[src/rtl/mem_arbiter.sv]
// Two-port (instruction/data) arbiter onto a single shared memory bus.
// One access is in flight at a time. A wait counter bounds how long the slave may stall.
module mem_arbiter #(
    parameter int ADDR_WIDTH     = 32,
    parameter int WORD_WIDTH     = 32,
    parameter int TIMEOUT_CYCLES = 255
) (
    input  logic                  clk,
    input  logic                  rst,
    input  logic                  imem_valid_i,
    output logic                  imem_ready_o,
    input  logic [ADDR_WIDTH-1:0] imem_addr_i,
    input  logic [WORD_WIDTH-1:0] imem_wdata_i,
    input  logic [3:0]            imem_we_i,
    output logic [WORD_WIDTH-1:0] imem_rdata_o,
    input  logic                  dmem_valid_i,
    output logic                  dmem_ready_o,
    input  logic [ADDR_WIDTH-1:0] dmem_addr_i,
    input  logic [WORD_WIDTH-1:0] dmem_wdata_i,
    input  logic [3:0]            dmem_we_i,
    output logic [WORD_WIDTH-1:0] dmem_rdata_o,
    output logic                  mem_valid_o,
    input  logic                  mem_ready_i,
    output logic [ADDR_WIDTH-1:0] mem_addr_o,
    output logic [WORD_WIDTH-1:0] mem_wdata_o,
    output logic [3:0]            mem_we_o,
    input  logic [WORD_WIDTH-1:0] mem_rdata_i,
    output logic                  timeout_o
);

    localparam int CW = $clog2(TIMEOUT_CYCLES + 1);

    typedef enum logic [1:0] {
        IDLE = 2'd0,
        BUSY = 2'd1,
        RESP = 2'd2
    } state_t;

    state_t                  state_q;
    logic                    grant_dmem_q;
    logic                    last_grant_dmem_q;
    logic                    grant_dmem_d;
    logic [CW-1:0]           wait_q;
    logic                    mem_valid_q;
    logic [ADDR_WIDTH-1:0]   mem_addr_q;
    logic [WORD_WIDTH-1:0]   mem_wdata_q;
    logic [3:0]              mem_we_q;
    logic                    imem_ready_q;
    logic                    dmem_ready_q;
    logic [WORD_WIDTH-1:0]   imem_rdata_q;
    logic [WORD_WIDTH-1:0]   dmem_rdata_q;
    logic                    timeout_q;

    // Arbitration: a lone requester wins; on conflict the port not granted last wins.
    always_comb begin
        grant_dmem_d = 1'b0;
        if (imem_valid_i && dmem_valid_i) begin
            grant_dmem_d = ~last_grant_dmem_q;
        end else if (dmem_valid_i) begin
            grant_dmem_d = 1'b1;
        end else begin
            grant_dmem_d = 1'b0;
        end
    end

    // Control FSM with all bus and port outputs registered.
    always_ff @(posedge clk) begin
        if (rst) begin
            state_q           <= IDLE;
            grant_dmem_q      <= 1'b0;
            last_grant_dmem_q <= 1'b0;
            wait_q            <= '0;
            mem_valid_q       <= 1'b0;
            mem_addr_q        <= '0;
            mem_wdata_q       <= '0;
            mem_we_q          <= 4'b0000;
            imem_ready_q      <= 1'b0;
            dmem_ready_q      <= 1'b0;
            imem_rdata_q      <= '0;
            dmem_rdata_q      <= '0;
            timeout_q         <= 1'b0;
        end else begin
            case (state_q)
                IDLE: begin
                    imem_ready_q <= 1'b0;
                    dmem_ready_q <= 1'b0;
                    if (imem_valid_i || dmem_valid_i) begin
                        state_q           <= BUSY;
                        grant_dmem_q      <= grant_dmem_d;
                        last_grant_dmem_q <= grant_dmem_d;
                        wait_q            <= '0;
                        mem_valid_q       <= 1'b1;
                        mem_addr_q        <= grant_dmem_d ? dmem_addr_i  : imem_addr_i;
                        mem_wdata_q       <= grant_dmem_d ? dmem_wdata_i : imem_wdata_i;
                        mem_we_q          <= grant_dmem_d ? dmem_we_i    : imem_we_i;
                    end else begin
                        state_q <= IDLE;
                    end
                end
                BUSY: begin
                    if (mem_ready_i) begin
                        state_q     <= RESP;
                        mem_valid_q <= 1'b0;
                        mem_we_q    <= 4'b0000;
                        if (grant_dmem_q) begin
                            dmem_rdata_q <= mem_rdata_i;
                            dmem_ready_q <= 1'b1;
                        end else begin
                            imem_rdata_q <= mem_rdata_i;
                            imem_ready_q <= 1'b1;
                        end
                    end else if (wait_q == CW'(TIMEOUT_CYCLES - 1)) begin
                        // Give up on the slave: complete the port with zero data.
                        state_q     <= RESP;
                        mem_valid_q <= 1'b0;
                        mem_we_q    <= 4'b0000;
                        timeout_q   <= 1'b1;
                        wait_q      <= wait_q + CW'(1);
                        if (grant_dmem_q) begin
                            dmem_rdata_q <= '0;
                            dmem_ready_q <= 1'b1;
                        end else begin
                            imem_rdata_q <= '0;
                            imem_ready_q <= 1'b1;
                        end
                    end else begin
                        wait_q <= wait_q + CW'(1);
                    end
                end
                RESP: begin
                    state_q      <= IDLE;
                    imem_ready_q <= 1'b0;
                    dmem_ready_q <= 1'b0;
                end
                default: begin
                    state_q      <= IDLE;
                    mem_valid_q  <= 1'b0;
                    mem_we_q     <= 4'b0000;
                    imem_ready_q <= 1'b0;
                    dmem_ready_q <= 1'b0;
                end
            endcase
        end
    end

    assign mem_valid_o  = mem_valid_q;
    assign mem_addr_o   = mem_addr_q;
    assign mem_wdata_o  = mem_wdata_q;
    assign mem_we_o     = mem_we_q;
    assign imem_ready_o = imem_ready_q;
    assign dmem_ready_o = dmem_ready_q;
    assign imem_rdata_o = imem_rdata_q;
    assign dmem_rdata_o = dmem_rdata_q;
    assign timeout_o    = timeout_q;

endmodule

[config.mk]
export PLATFORM = sky130hd
export DESIGN_NAME = mem_arbiter
export DESIGN_NICKNAME = d
export VERILOG_FILES = /design/src/rtl/mem_arbiter.sv
export SDC_FILE = /design/constraint.sdc
export NUM_CORES = 1
export LEC_CHECK = 0
export BUFFER_PORTS_ARGS = -buffer_cell sky130_fd_sc_hd__buf_4
export CORE_AREA = 2 2 120 122
export CTS_CLUSTER_DIAMETER = 40
export DETAILED_ROUTE_END_ITERATION = 8
export DIE_AREA = 0 0 122 124
export GPL_TIMING_DRIVEN = 0
export PLACE_DENSITY = 0.83
export SYNTH_ARGS = -nofsm -noshare
export SYNTH_HDL_FRONTEND = slang
export SYNTH_SLANG_ARGS = --single-unit
export TNS_END_PERCENT = 5
[constraint.sdc]
create_clock -name clk -period 5.7 [get_ports clk]
set_clock_uncertainty 0.2 [all_clocks]
set_input_delay 0.855 -clock clk [delete_from_list [all_inputs] [get_ports clk]]
set_output_delay 0.855 -clock clk [all_outputs]
set_load 0.005 [all_outputs]
==> flow_summary_export.csv, run 1 <==
group,metric,value,unit
status,status,"finished clean",
routing,dr.pass1.iters,5,
floorplanning,die_x,122,um
clock_tree,ctsHoldBuffers,0,
worst_setup_path,path_class,"register to register",
synthesis,synth_async_sr_flop_share,0,
worst_setup_path,critPathSlowestCell,"dfxtp_1",
timing,finalSetupViolCount,0,
routing,vias_per_cell,5.28,
synthesis,ys_types,41,
clock_tree,clockBufferDepth,2,
floorplanning,core,13700,um^2
timing,fin_crit,2.21,ns
clock_tree,ctsResizeCount,0,
timing,worstMarginPinSlew,0.531,ns
synthesis,synth_commonest_cells,"dfxtp_1, nor2_1, mux2i_1, a211oi_1, a32o_1",
pwr,leakagePower,4.05,nW
final_layout,areaGrowthSynthToFinish,54.6,%
global_routing,grt_pass1_vias,5207,
clock_tree,postCtsSetupBuffers,0,
synthesis,synth_area_leader_cell,"dfxtp_1",
final_layout,drive_above_1_share,0.424,
synthesis,synth_area_leaders,"dfxtp_1, mux2i_1, a32o_1",
clock_tree,root_buffer,"clkbuf_16",
floorplanning,dieArea,15100,um^2
timing,fin_tns_setup,0,ns
clock_tree,clk_pin_slew,0.06,ns
timing,slew_headroom,0.646,
pwr,p_int,2.09,mW
pwr,powerDensity,312,nW/um^2
pwr,ir_worst_vdd,182,uV
synthesis,synthFlopType,"dfxtp_1",
synthesis,syn_area_per_cell,10.7,um^2
worst_setup_path,critPathArrivalTime,2.35,ns
global_routing,antenna_found_initial,0,
worst_setup_path,crit_path_start,"wait_q[0]",
pwr,power_frac_seq,0.412,
synthesis,yosysMostFrequentCell,"dfxtp_1",
routing,vias,5566,
timing,fin_crit_sh,0.387,
min_path,hp-start,"imem_rdata_o[27]",
routing,wl,17.8,mm
routing,first_iter_violations,250,
placed_design,dpl.hpwl,13.8,mm
worst_setup_path,max_stage_delay,0.40,ns
final_layout,seqCellArea,2940,um^2
synthesis,syn-cell-area,5750,um^2
pwr,power.switching,0.683,mW
timing,timing.fmax,453,MHz
synthesis,synth_fp_nets,712,
pwr,p_sw_frac,0.246,
global_routing,grt_pass1_wl,26.7,mm
pwr,pwr-share-comb,0.177,
clock_tree,cts_buffers,17,
timing,drv_slew,0,
pwr,p_clk_frac,0.411,
global_routing,grt_usage,0.229,
floorplanning,start_util,0.419,
synthesis,ys_seq_area_frac,0.512,
worst_setup_path,crit_fanout,10,
synthesis,synth_seq_cells,147,
synthesis,synth_edf_count,0,
placed_design,place_congestion,0.804,
synthesis,synth_top_area_share,0.512,
job,cap_violations,0,
synthesis,synth_warnings,0,
timing,rsz0062_at_grt,"false",
floorplanning,rows,43,
routing,wl_per_cell,16.9,um
worst_setup_path,crit_required,5.84,ns
worst_setup_path,critPathCaptureType,"register",
worst_setup_path,r2r-start,"wait_q[0]",
routing,drtAntennaViolNets,0,
final_layout,multi_input_area,2530,um^2
placed_design,port_buffers,307,
timing,hold_violations,0,
floorplanning,fp.dieH,124,um
global_routing,grt_remaining_overflow,0,
synthesis,syn_inst,537,
worst_setup_path,crit_path_start_kind,"register",
final_layout,final_core_util,0.648,
worst_setup_path,cp_top_family,"compound AO/OA/AOI/OAI gates",
clock_tree,tritoncts,"built",
routing,drc,0,
final_layout,nets,1038,
clock_tree,clk_latency,0.41,ns
worst_setup_path,path_cells,"inv_1, ha_1, and3_1, a21o_1, a21oi_1, buf_4, a32o_1",
clock_tree,clock-sinks,147,
global_routing,grt_max_degree,17,
clock_tree,h-tree-depth,4,
final_layout,num-fill-cells,1161,
worst_setup_path,crit_buf_inv,2,
final_layout,antenna_cells,0,
min_path,hp-class,"register to register",
floorplanning,ioPinCount,309,
-- cell families (layout without fill, tap and decap cells) --
family	count (synthesis)	in the layout	synth area share
AO/OA/AOI/OAI	155	155	0.227
XOR/XNOR	6	6	0.00914
adder cells (fa/ha/maj)	2	2	0.00435
buffers and inverters	54	392	0.0481
flip-flops	147	147	0.512
multiplexers	68	68	0.119
AND/OR/NAND/NOR	105	105	0.0811
-- cell usage in the layout, fill, tap and decap left out, drive strengths merged, types with 2 or more instances in the layout --
cell type / n
buf: 332
dfxtp: 147
nor2: 81
mux2i: 67
a211oi: 65
a32o: 64
clkbuf: 48
a21oi: 15
clkinv: 6
o21ai: 5
nand2: 4
nor3: 4
or4: 3
xor2: 3
xnor2: 3
bufinv: 3
inv: 3
nand2b: 2
a2111oi: 2
nand4: 2
ha: 2
nor3b: 2
-- power groups by stage --
stage | Clock [mW] | Sequential (mW) | Combinational [mW]
after detailed placement | 0 | 1.16 | 0.492
after global placement | 0 | 1.16 | 0.486
after floorplan | 0 | 1.17 | 0.212
after global routing | 1.20 | 1.15 | 0.532
after CTS | 1.16 | 1.14 | 0.494
final | 1.14 | 1.14 | 0.490
-- final cells by class --
| cell class | count | share of cell area |
|---|---|---|
| timing repair buffer | 307 | 0.259 |
| multi-input combinational | 336 | 0.285 |
| buffer | 51 | 0.0298 |
| inverter | 3 | 0.00127 |
| clock buffer | 22 | 0.0544 |
| tap | 180 | 0.0253 |
| sequential | 147 | 0.331 |
| clock inverter | 9 | 0.0143 |
-- state kept, by name, summed over array words and instances (netlist names) --
name and count:
imem_ready_o 1, mem_we_o 4, dmem_ready_o 1, state_q 2, mem_addr_o 32, wait_q 8
mem_wdata_o 32, dmem_rdata_o 32, timeout_o 1, mem_valid_o 1, last_grant_dmem_q 1, imem_rdata_o 32
-- stage by stage --
step                setup WS [ns]  power (mW)  instance area, um^2  hold WS [ns]  std cells
detailed placement           3.07        1.66                 8280         0.256       1024
global route                 3.34        2.89                 8890         0.277       1055
finish                       3.49        2.77                 8890         0.266       1055
floorplan                    3.62        1.38                 5750         0.261        537
global placement             3.13        1.65                 8280         0.247       1024
CTS                          3.50        2.80                 8890         0.269       1055
-- path summary, 6_finish.rpt --
check | endpoint | slack (ns) | cells past startpoint
min reg2reg | imem_rdata_o[27] | 0.27 | 1
min | imem_rdata_o[27] | 0.27 | 1
max reg2reg | dmem_rdata_o[16] | 3.49 | 7
max | dmem_rdata_o[16] | 3.49 | 7
-- per-layer routing --
layer	up-vias	GRT usage	wire length [um]
met5	-	0	0
met4	0	0.0833	361
met3	25	0.0691	1440
met2	244	0.407	9120
met1	2612	0.258	6850
li1	2685	-	-
Power figures use the tool's default switching activity.
==> run 2, diff against run 1 <==
--- a/config.mk
+++ b/config.mk
@@ -6,12 +6,12 @@
 export NUM_CORES = 1
 export LEC_CHECK = 0
 export BUFFER_PORTS_ARGS = -buffer_cell sky130_fd_sc_hd__buf_4
-export CORE_AREA = 2 2 120 122
+export CORE_MARGIN = 1
+export CORE_UTILIZATION = 40
 export CTS_CLUSTER_DIAMETER = 40
 export DETAILED_ROUTE_END_ITERATION = 8
-export DIE_AREA = 0 0 122 124
 export GPL_TIMING_DRIVEN = 0
-export PLACE_DENSITY = 0.83
+export PLACE_DENSITY = 0.84
 export SYNTH_ARGS = -nofsm -noshare
 export SYNTH_HDL_FRONTEND = slang
 export SYNTH_SLANG_ARGS = --single-unit
==> constraint.sdc (replaced) <==
create_clock -name clk -period 1.8 [get_ports clk]
set_clock_uncertainty 0.2 [all_clocks]
set_input_delay 0.27 -clock clk [delete_from_list [all_inputs] [get_ports clk]]
set_output_delay 0.27 -clock clk [all_outputs]
set_load 0.005 [all_outputs]
==> flow_summary_export.csv, run 2 (synthesized netlist as in run 1, its figures left out) <==
group,metric,value,unit
placed_design,place_congestion,0.819,
floorplanning,fp.dieH,122,um
final_layout,drive_above_1_share,0.431,
global_routing,grt_remaining_overflow,0,
placed_design,place_area,8290,um^2
floorplanning,core,13900,um^2
timing,rsz0062_at_grt,"true",
timing,whs,0.00215,ns
global_routing,grt_pass1_wl,30.1,mm
final_layout,final_core_util,0.694,
worst_setup_path,crit_path_start,"wait_q[0]",
clock_tree,cts_buffers,17,
floorplanning,rows,43,
floorplanning,die_x,122,um
final_layout,final_area,9670,um^2
timing,drv_slew,0,
routing,wl,20.6,mm
pwr,power,8.76,mW
floorplanning,ioPinCount,309,
timing,worst_slack,0.00371,ns
worst_setup_path,crit_required,1.96,ns
routing,wl_per_cell,18.4,um
routing,drtAntennaViolNets,0,
clock_tree,clock-sinks,147,
clock_tree,tritoncts,"built",
placed_design,dp.cells,1024,
routing,dr.pass1.iters,7,
worst_setup_path,critPathCaptureType,"register",
timing,fin_tns_setup,0,ns
global_routing,antenna_found_initial,0,
timing,worstMarginPinSlew,0.555,ns
floorplanning,start_util,0.413,
final_layout,nets,1102,
clock_tree,root_buffer,"clkbuf_16",
final_layout,layout_common_cells,"buf_4, dfxtp_1, nor2_1, mux2i_1, a211oi_1",
pwr,leakagePower,4.36,nW
pwr,ir_worst_vdd,671,uV
timing,fin_crit,1.80,ns
final_layout,finalNonFillerCells,1119,
clock_tree,clockBufferDepth,2,
final_layout,antenna_cells,0,
routing,first_iter_violations,271,
clock_tree,h-tree-depth,4,
routing,drc,0,
final_layout,final_common_cell,"buf_4",
timing,hold_violations,0,
timing,slew_headroom,0.630,
worst_setup_path,crit_fanout,10,
worst_setup_path,crit_path_start_kind,"register",
placed_design,dpl.hpwl,14.1,mm
clock_tree,clk_latency,0.42,ns
routing,vias,6029,
worst_setup_path,critPathArrivalTime,1.95,ns
placed_design,port_buffers,307,
timing,timing.fmax,557,MHz
final_layout,areaGrowthSynthToFinish,68.1,%
global_routing,grt_max_degree,17,
worst_setup_path,r2r-start,"wait_q[0]",
clock_tree,clk_pin_slew,0.06,ns
status,status,"finished clean",
placed_design,pre_cts_slack,-0.426,ns
timing,finalSetupViolCount,0,
min_path,hp-class,"input pin to register",
floorplanning,dieArea,14900,um^2
routing,vias_per_cell,5.39,
timing,fin_crit_sh,0.998,
pwr,powerDensity,906,nW/um^2
min_path,hp-start,"imem_wdata_i[4]",
global_routing,grt_usage,0.269,
worst_setup_path,path_class,"register to register",
global_routing,grt_pass1_vias,5868,
job,cap_violations,0,
## run 2: worst max-delay path, stage by stage, from the launching register on
cell,delay (ns)
dfxtp_2,0.34
inv_2,0.05
ha_4,0.14
and3_4,0.19
a21o_4,0.23
a21oi_4,0.22
buf_6,0.18
a32o_1,0.17
## run 2: cell type report
class	instances	area, um^2
buffer	51	334
multi-input combinational	336	2640
clock inverter	8	76.3
timing repair buffer	371	2950
sequential	147	2950
fill	1008	4270
tap	180	225
inverter	3	11.3
clock buffer	23	488
## run 2: per-layer routing
metal,vias up,global-route usage,routed length [um]
met5,-,0,0
met4,0,0.144,817
met3,54,0.0693,1530
met2,316,0.496,10900
met1,2833,0.276,7410
li1,2826,-,-
## run 2: repair_timing
action | in CTS | in global routing
gates resized for setup | 42 | 20
pin swaps | 5 | 10
setup endpoints to repair | 112 | 122
buffers inserted | 5 | 0
cloned | 2 | 0
endpoints found under the hold margin | 79 | 0
hold buffers | 57 | 0
## run 2: final timing paths
kind	to	slack (ns)	cells past startpoint
worst max-delay path	imem_rdata_o[12]	0.004	7
worst min-delay path	mem_wdata_o[4]	0.002	3
worst max register to register	imem_rdata_o[12]	0.004	7
worst min register to register	imem_rdata_o[2]	0.27	1
## run 2: power by group
| part | switching [mW] | leakage, nW | internal (mW) |
|---|---|---|---|
| clock | 1.33 | 0.271 | 2.03 |
| combinational | 0.818 | 2.88 | 0.958 |
| sequential | 0.134 | 1.21 | 3.49 |
| total | 2.28 | 4.36 | 6.48 |
